### src/rtl/frac_clken_gen_if.sv
// Register bus and clock-enable outputs of the fractional clock-enable generator.
// master drives writes/sync (CPU side), slave is the NCO bank.
interface frac_clken_gen_if #(
    parameter int NUM_CH    = 2,
    parameter int ACC_WIDTH = 24
);
    logic                 wr_en;
    logic [2:0]           wr_ch;
    logic                 wr_sel;
    logic [ACC_WIDTH-1:0] wr_data;
    logic [ACC_WIDTH-1:0] rd_data;
    logic [NUM_CH-1:0]    rd_en_mask;
    logic                 sync;
    logic [NUM_CH-1:0]    clken;
    logic [NUM_CH-1:0]    clk_sq;
    logic                 ready;

    modport master (
        output wr_en, wr_ch, wr_sel, wr_data, sync,
        input  rd_data, rd_en_mask, clken, clk_sq, ready
    );

    modport slave (
        input  wr_en, wr_ch, wr_sel, wr_data, sync,
        output rd_data, rd_en_mask, clken, clk_sq, ready
    );
endinterface

### src/rtl/frac_clken_gen.sv
// Multi-channel NCO bank: each channel adds its increment to a phase
// accumulator every clk; carry-out is a one-cycle enable pulse and the
// accumulator MSB is a ~50% square wave. Includes a settle counter that
// raises ready a fixed number of cycles after reset, like a PLL lock.
module frac_clken_gen #(
    parameter int                NUM_CH           = 2,
    parameter int                ACC_WIDTH        = 24,
    parameter longint unsigned   INCLOCK_FREQ     = 64'd22579200,
    parameter longint unsigned   DEFAULT_OUT_FREQ = 64'd44100,
    parameter logic [NUM_CH-1:0] ENABLE_MASK      = {NUM_CH{1'b1}},
    parameter int                SETTLE_CYCLES    = 1024
) (
    input  logic             clk,
    input  logic             nrst,
    frac_clken_gen_if.slave  bus
);
    // Largest legal increment: clk/2 output, still a valid square wave.
    localparam longint unsigned HALF    = 64'd1 << (ACC_WIDTH - 1);
    localparam longint unsigned RAW_INC =
        (DEFAULT_OUT_FREQ * (64'd1 << ACC_WIDTH) + INCLOCK_FREQ / 2) / INCLOCK_FREQ;
    localparam logic [ACC_WIDTH-1:0] HALF_W      = ACC_WIDTH'(HALF);
    localparam logic [ACC_WIDTH-1:0] DEFAULT_INC =
        (RAW_INC > HALF) ? HALF_W : ACC_WIDTH'(RAW_INC);
    localparam int SW = $clog2(SETTLE_CYCLES + 1);
    localparam logic [SW-1:0] SETTLE_W = SW'(SETTLE_CYCLES);

    logic [NUM_CH-1:0][ACC_WIDTH-1:0] inc_q, inc_d;
    logic [NUM_CH-1:0]                en_q, en_d;
    logic [ACC_WIDTH-1:0]             rd_q, rd_d;
    logic [SW-1:0]                    settle_q, settle_d;
    logic                             ready_q, ready_d;
    logic [ACC_WIDTH-1:0]             wr_sat;
    logic [NUM_CH-1:0]                clken_w, sq_w;

    assign wr_sat = (bus.wr_data > HALF_W) ? HALF_W : bus.wr_data;

    // Register-bus decode: writes to channels >= NUM_CH match no lane and
    // are dropped; read-back of such a channel yields zero.
    always_comb begin
        inc_d = inc_q;
        en_d  = en_q;
        rd_d  = '0;
        for (int c = 0; c < NUM_CH; c++) begin
            if (bus.wr_ch == 3'(c)) begin
                rd_d = inc_q[c];
                if (bus.wr_en) begin
                    if (bus.wr_sel) en_d[c]  = bus.wr_data[0];
                    else            inc_d[c] = wr_sat;
                end
            end
        end
    end

    // Settle counter stops once ready is reached; ready is sticky until reset.
    always_comb begin
        settle_d = settle_q;
        ready_d  = ready_q;
        if (!ready_q) begin
            settle_d = settle_q + SW'(1);
            if (settle_q + SW'(1) == SETTLE_W) ready_d = 1'b1;
        end
    end

    // Control/status registers.
    always_ff @(posedge clk or negedge nrst) begin
        if (!nrst) begin
            inc_q    <= {NUM_CH{DEFAULT_INC}};
            en_q     <= ENABLE_MASK;
            rd_q     <= '0;
            settle_q <= '0;
            ready_q  <= 1'b0;
        end else begin
            inc_q    <= inc_d;
            en_q     <= en_d;
            rd_q     <= rd_d;
            settle_q <= settle_d;
            ready_q  <= ready_d;
        end
    end

    for (genvar g = 0; g < NUM_CH; g++) begin : g_lane
        logic [ACC_WIDTH-1:0] acc_q, acc_d;
        logic                 clken_q, clken_d;
        logic                 sq_q, sq_d;
        logic [ACC_WIDTH:0]   sum;

        assign sum = {1'b0, acc_q} + {1'b0, inc_q[g]};

        // Phase step: sync overrides everything, a disabled lane freezes its
        // phase and square wave so re-enable resumes where it left off.
        always_comb begin
            acc_d   = acc_q;
            clken_d = 1'b0;
            sq_d    = sq_q;
            if (bus.sync) begin
                acc_d = '0;
                sq_d  = 1'b0;
            end else if (en_q[g]) begin
                acc_d   = sum[ACC_WIDTH-1:0];
                clken_d = sum[ACC_WIDTH];
                sq_d    = sum[ACC_WIDTH-1];
            end
        end

        // Lane accumulator and registered outputs.
        always_ff @(posedge clk or negedge nrst) begin
            if (!nrst) begin
                acc_q   <= '0;
                clken_q <= 1'b0;
                sq_q    <= 1'b0;
            end else begin
                acc_q   <= acc_d;
                clken_q <= clken_d;
                sq_q    <= sq_d;
            end
        end

        assign clken_w[g] = clken_q;
        assign sq_w[g]    = sq_q;
    end

    assign bus.clken      = clken_w;
    assign bus.clk_sq     = sq_w;
    assign bus.rd_data    = rd_q;
    assign bus.rd_en_mask = en_q;
    assign bus.ready      = ready_q;
endmodule

### src/flat_wrapper.sv
// flat-port wrapper written by rule: the top's interface ports become plain ports
module frac_clken_gen_flat 
#(
    parameter int                NUM_CH           = 2,
    parameter int                ACC_WIDTH        = 24,
    parameter longint unsigned   INCLOCK_FREQ     = 64'd22579200,
    parameter longint unsigned   DEFAULT_OUT_FREQ = 64'd44100,
    parameter logic [NUM_CH-1:0] ENABLE_MASK      = {NUM_CH{1'b1}},
    parameter int                SETTLE_CYCLES    = 1024
)
  (clk, nrst, bus_wr_en, bus_wr_ch, bus_wr_sel, bus_wr_data, bus_sync, bus_rd_data, bus_rd_en_mask, bus_clken, bus_clk_sq, bus_ready);
  frac_clken_gen_if #(.NUM_CH(NUM_CH), .ACC_WIDTH(ACC_WIDTH)) bus_i ();
  input  logic clk;
  input  logic nrst;
  input wire logic [$bits(bus_i.wr_en)-1:0] bus_wr_en;
  input wire logic [$bits(bus_i.wr_ch)-1:0] bus_wr_ch;
  input wire logic [$bits(bus_i.wr_sel)-1:0] bus_wr_sel;
  input wire logic [$bits(bus_i.wr_data)-1:0] bus_wr_data;
  input wire logic [$bits(bus_i.sync)-1:0] bus_sync;
  output wire logic [$bits(bus_i.rd_data)-1:0] bus_rd_data;
  output wire logic [$bits(bus_i.rd_en_mask)-1:0] bus_rd_en_mask;
  output wire logic [$bits(bus_i.clken)-1:0] bus_clken;
  output wire logic [$bits(bus_i.clk_sq)-1:0] bus_clk_sq;
  output wire logic [$bits(bus_i.ready)-1:0] bus_ready;
  assign bus_i.wr_en = bus_wr_en;
  assign bus_i.wr_ch = bus_wr_ch;
  assign bus_i.wr_sel = bus_wr_sel;
  assign bus_i.wr_data = bus_wr_data;
  assign bus_i.sync = bus_sync;
  assign bus_rd_data = bus_i.rd_data;
  assign bus_rd_en_mask = bus_i.rd_en_mask;
  assign bus_clken = bus_i.clken;
  assign bus_clk_sq = bus_i.clk_sq;
  assign bus_ready = bus_i.ready;
  frac_clken_gen #(.NUM_CH(NUM_CH), .ACC_WIDTH(ACC_WIDTH), .INCLOCK_FREQ(INCLOCK_FREQ), .DEFAULT_OUT_FREQ(DEFAULT_OUT_FREQ), .ENABLE_MASK(ENABLE_MASK), .SETTLE_CYCLES(SETTLE_CYCLES)) u_core (.clk(clk), .nrst(nrst), .bus(bus_i));
endmodule
### config.mk
export PLATFORM = sky130hd
export DESIGN_NAME = frac_clken_gen_flat
export DESIGN_NICKNAME = d
export VERILOG_FILES = /design/src/rtl/frac_clken_gen_if.sv /design/src/rtl/frac_clken_gen.sv /design/src/flat_wrapper.sv
export SDC_FILE = /design/constraint.sdc
export NUM_CORES = 1
export LEC_CHECK = 0
export ABC_CLOCK_PERIOD_IN_PS = 3680
export BUFFER_PORTS_ARGS = -buffer_cell sky130_fd_sc_hd__clkbuf_2
export CAP_MARGIN = 20
export CORE_MARGIN = 5
export CORE_UTILIZATION = 40
export DETAILED_ROUTE_END_ITERATION = 16
export HOLD_SLACK_MARGIN = 0.12
export PLACE_DENSITY = 0.63
export SETUP_SLACK_MARGIN = 0.5
export SYNTH_ARGS = -nofsm -noshare
export SYNTH_HDL_FRONTEND = slang
export SYNTH_SLANG_ARGS = --single-unit
### constraint.sdc
create_clock -name clk -period 3.68 [get_ports clk]
set_clock_uncertainty 0.15 [all_clocks]
set_input_delay 0.368 -clock clk [delete_from_list [all_inputs] [get_ports clk]]
set_output_delay 0.368 -clock clk [all_outputs]
set_load 0.02 [all_outputs]
==> impl_results.md <==
- Avg Cell Area, Syn: roughly 9.4 µm²
- Syn Std Cell Area: just under 0.008 mm²
- MaxCap Viol Count: 0
- Max Slew Vio Count: 0
- Total Neg Setup Slack: 0 ns
- Post-layout net count: between 1000 and 1500
- Hold Crit Class: in -> reg
- Worst slew margin: approximately 34%
- Async S/R FF share, synth: between 90% and 100%
- Die Y: ~150 µm
- Top Ports: 63
- Synth area leader: dfrtp_1
- Final Critical Period: 2.84 ns
- Vias in the first global route: approximately 6500
- Leakage power: between 4 and 5 nW
- Post-synthesis sequential area ratio: 43.4%
- Final core occ: ~47%
- Die Wd: ~150 µm
- IO buf count: a little over 60
- Reg-to-reg slack, setup: between 0.8 and 0.9 ns
- Hold EP: u_core.inc_q[2]$_DFFE_PN0P_
- Max VDD drop: ~0.27 mV
- DR vias: between 6000 and 7000
- Synth unique cells: 75
- Clock Sinks: 136
- Period utilisation layout: between 70% and 80%
- Clk Tree Root Cell: clkbuf_16
- Initial antenna violation count: 0
- Warnings from Yosys: 0
- WP depth: 6
- CP startpoint kind: flop
- Syn nets: 921
- Worst path slowest cell: a2111oi_0
- Wire per inst: between 15 and 20 µm
- CP Capture Type: flop
- Worst EP required: approximately 3.8 ns
- Post-synthesis register bit count: ~140
- Critical Path AT: 2.93 ns
- Post-synth top area share: between 40% and 50%
- CORE AREA: about 0.019 mm²
- Worst-margin pin slew: between 0.9 and 1 ns
- # setup viols final: 0
- First-pass GRT wire length: between 30000 and 40000 µm
- Post-route ant nets: 0
- Setup bufs post-CTS: 0
- Final hold violation count: 0
- Drt first pass iters: 5
- RSZ-0062 raised after global routing: false
- Most numerous cell in the Yosys netlist: dfrtp_1
- Hold path startpoint: bus_wr_data[2]
- Largest net degree at the start of global routing: 89
- Max Fclk: roughly 350 MHz
- RD Place Congestion: between 0.8 and 0.9
- Share of cells above drive strength 1: approximately 14%
- CTS-repair resized insts: 0
- Min-Delay Path Depth: 3
- Pwr Density: 489 mW/mm²
- Worst skew pair latency: 0.42 ns
- Worst-path fanout max: 7
- Grt total ovfl: 0
- R2R Path Start: u_core.inc_q[31]$_DFFE_PN0P_
- CP peak stage delay: around 0.7 ns
- Drt drc: 0
- Gr usage total: between 10% and 20%
- P&R area growth vs syn: 17.4%
- Total power: 4.50 mW
- Synth Flop Type: dfrtp_1
- Htree depth: 4
- Antenna diode count: 0
- CP Cell Sequence: ha_1 -> nand2_1 -> o21ai_0 -> a21oi_1 -> a2111oi_0 -> o311ai_0
- DRT iter0 DRCs: 457
- Ranking of synthesized cells by area: dfrtp_1 42%, ha_1 8.0%, nand2_1 5.4%, o21ai_0 5.0%, a21oi_1 3.7%
- CTS Buffer Depth: 2
- CP bufs+invs: 0
- Num CTS Buffers: 17
- Routed WL: between 20000 and 25000 µm
- Status: completed
- Post-DP HPWL: between 10000 and 15000 µm
- Top cells by count, synth: 132 x dfrtp_1, 113 x nand2_1, 79 x o21ai_0, 58 x a21oi_1, 56 x nor2_1
- Cell depth of the worst flop-to-flop path: 6
- Initial Util: between 40% and 50%
- CTS clk-pin slew, worst paths: around 0.060 ns
- FP Rows: 51
- Synth Instances: between 800 and 900
- Worst reg2reg path endpoint: u_core.g_lane[1].sq_q$_DFFE_PN0P_
- Vias/cell: around 5.5
- Crit path kind: reg -> reg
- EDFF count, synth: 0
- Delay-heaviest family, CP: compound AO/OA/AOI/OAI gates
- CTS tree: yes
- CTS Hold Buffers Added: 20
- DIE AREA: 0.0225 mm²
## per-stage QoR
step,cell area [µm²],instances,hold WS (ns),worst slack (ns)
after floorplan,7850,837,-0.0776,1.07
after global placement,8470,1144,0.329,0.892
after detailed placement,8470,1144,0.333,0.879
after CTS,9210,1194,0.124,0.849
after global routing,9210,1194,0.138,0.588
final,9210,1194,0.130,0.837
## cells in the final DEF (no fill, tap or decap), drive strengths merged, types with 5 or more instances in the layout
cell | synthesis | routed
clkinv | 1 | 6
a21oi | 59 | 59
inv | 14 | 14
a21o | 13 | 13
xnor2 | 15 | 15
buf | 9 | 17
a211oi | 12 | 12
a22o | 24 | 24
ha | 50 | 50
o21ai | 80 | 80
a21boi | 5 | 5
o2111ai | 7 | 7
o211ai | 10 | 10
nor2 | 56 | 56
a32o | 9 | 9
nor4 | 7 | 7
nand2 | 113 | 113
nand4 | 6 | 6
nand2b | 11 | 11
o21bai | 9 | 9
dlygate4sd3 | 0 | 20
nor3 | 19 | 19
mux2 | 5 | 5
or3 | 12 | 12
mux2i | 12 | 12
o21a | 8 | 8
and3 | 7 | 7
nand3b | 6 | 6
clkbuf | 27 | 82
nand3 | 22 | 22
dfrtp | 132 | 132
xor2 | 7 | 7
## sequential cells by signal, summed over array words and instances, names as in the netlist
| register | cells |
|---|---|
| u_core.bus.rd_data | 24 |
| u_core.bus.rd_en_mask | 2 |
| u_core.bus.ready | 1 |
| u_core.g_lane.acc_q | 46 |
| u_core.g_lane.clken_q | 2 |
| u_core.g_lane.sq_q | 2 |
| u_core.inc_q | 48 |
| u_core.settle_q | 11 |
## worst min-delay path: stages
cell and delay, ns:
clkbuf_2 0.10, nand2_1 0.10, o21ai_0 0.08
## layer usage
metal | vias up | part of all wire (%) | routed length [µm] | track usage [%]
met5 | - | 0 | 0 | 0
met4 | 0 | 1.7 | 352 | 5.31
met3 | 22 | 5.0 | 1040 | 3.79
met2 | 155 | 47 | 9750 | 31.8
met1 | 3162 | 46 | 9570 | 25.7
li1 | 3279 | - | - | -
## area by class of cell
type,count,area [µm²]
inverter,15,56.3
timing repair buffer,98,637
multi-input combinational,650,4240
tap,265,332
sequential,136,3410
clock inverter,9,77.6
clock buffer,21,460
fill,1870,10200
## how the worst max path moves through the flow
stage | start | end | slack [ns]
2_1_floorplan | u_core.g_lane[1].acc_q[0]$_DFFE_PN0P_ | u_core.g_lane[1].acc_q[18]$_DFFE_PN0P_ | 1.07
3_3_place_gp | u_core.inc_q[24]$_DFFE_PN0P_ | u_core.g_lane[1].acc_q[18]$_DFFE_PN0P_ | 0.89
3_5_place_dp | u_core.inc_q[24]$_DFFE_PN0P_ | u_core.g_lane[1].acc_q[18]$_DFFE_PN0P_ | 0.88
4_1_cts | u_core.g_lane[1].acc_q[0]$_DFFE_PN0P_ | u_core.g_lane[1].acc_q[18]$_DFFE_PN0P_ | 0.85
5_1_grt | u_core.inc_q[31]$_DFFE_PN0P_ | u_core.g_lane[1].sq_q$_DFFE_PN0P_ | 0.59
6_report | u_core.inc_q[31]$_DFFE_PN0P_ | u_core.g_lane[1].sq_q$_DFFE_PN0P_ | 0.84
## power breakdown
part           switching (mW)  total (mW)  internal (mW)
logic                   0.659        1.09          0.435
clock network           0.626        1.58          0.949
registers               0.151        1.83           1.68
## logic make-up after synthesis
logic type,after synthesis,share of synthesized area (%)
AO/OA/AOI/OAI,275,23.4
XOR/XNOR,22,2.46
adder cells (fa/ha/maj),52,8.48
buffers and inverters,51,2.65
flip-flops,136,43.4
multiplexers,17,2.25
AND/OR/NAND/NOR,284,17.3
Note: power is estimated with default switching activity, not from simulation.
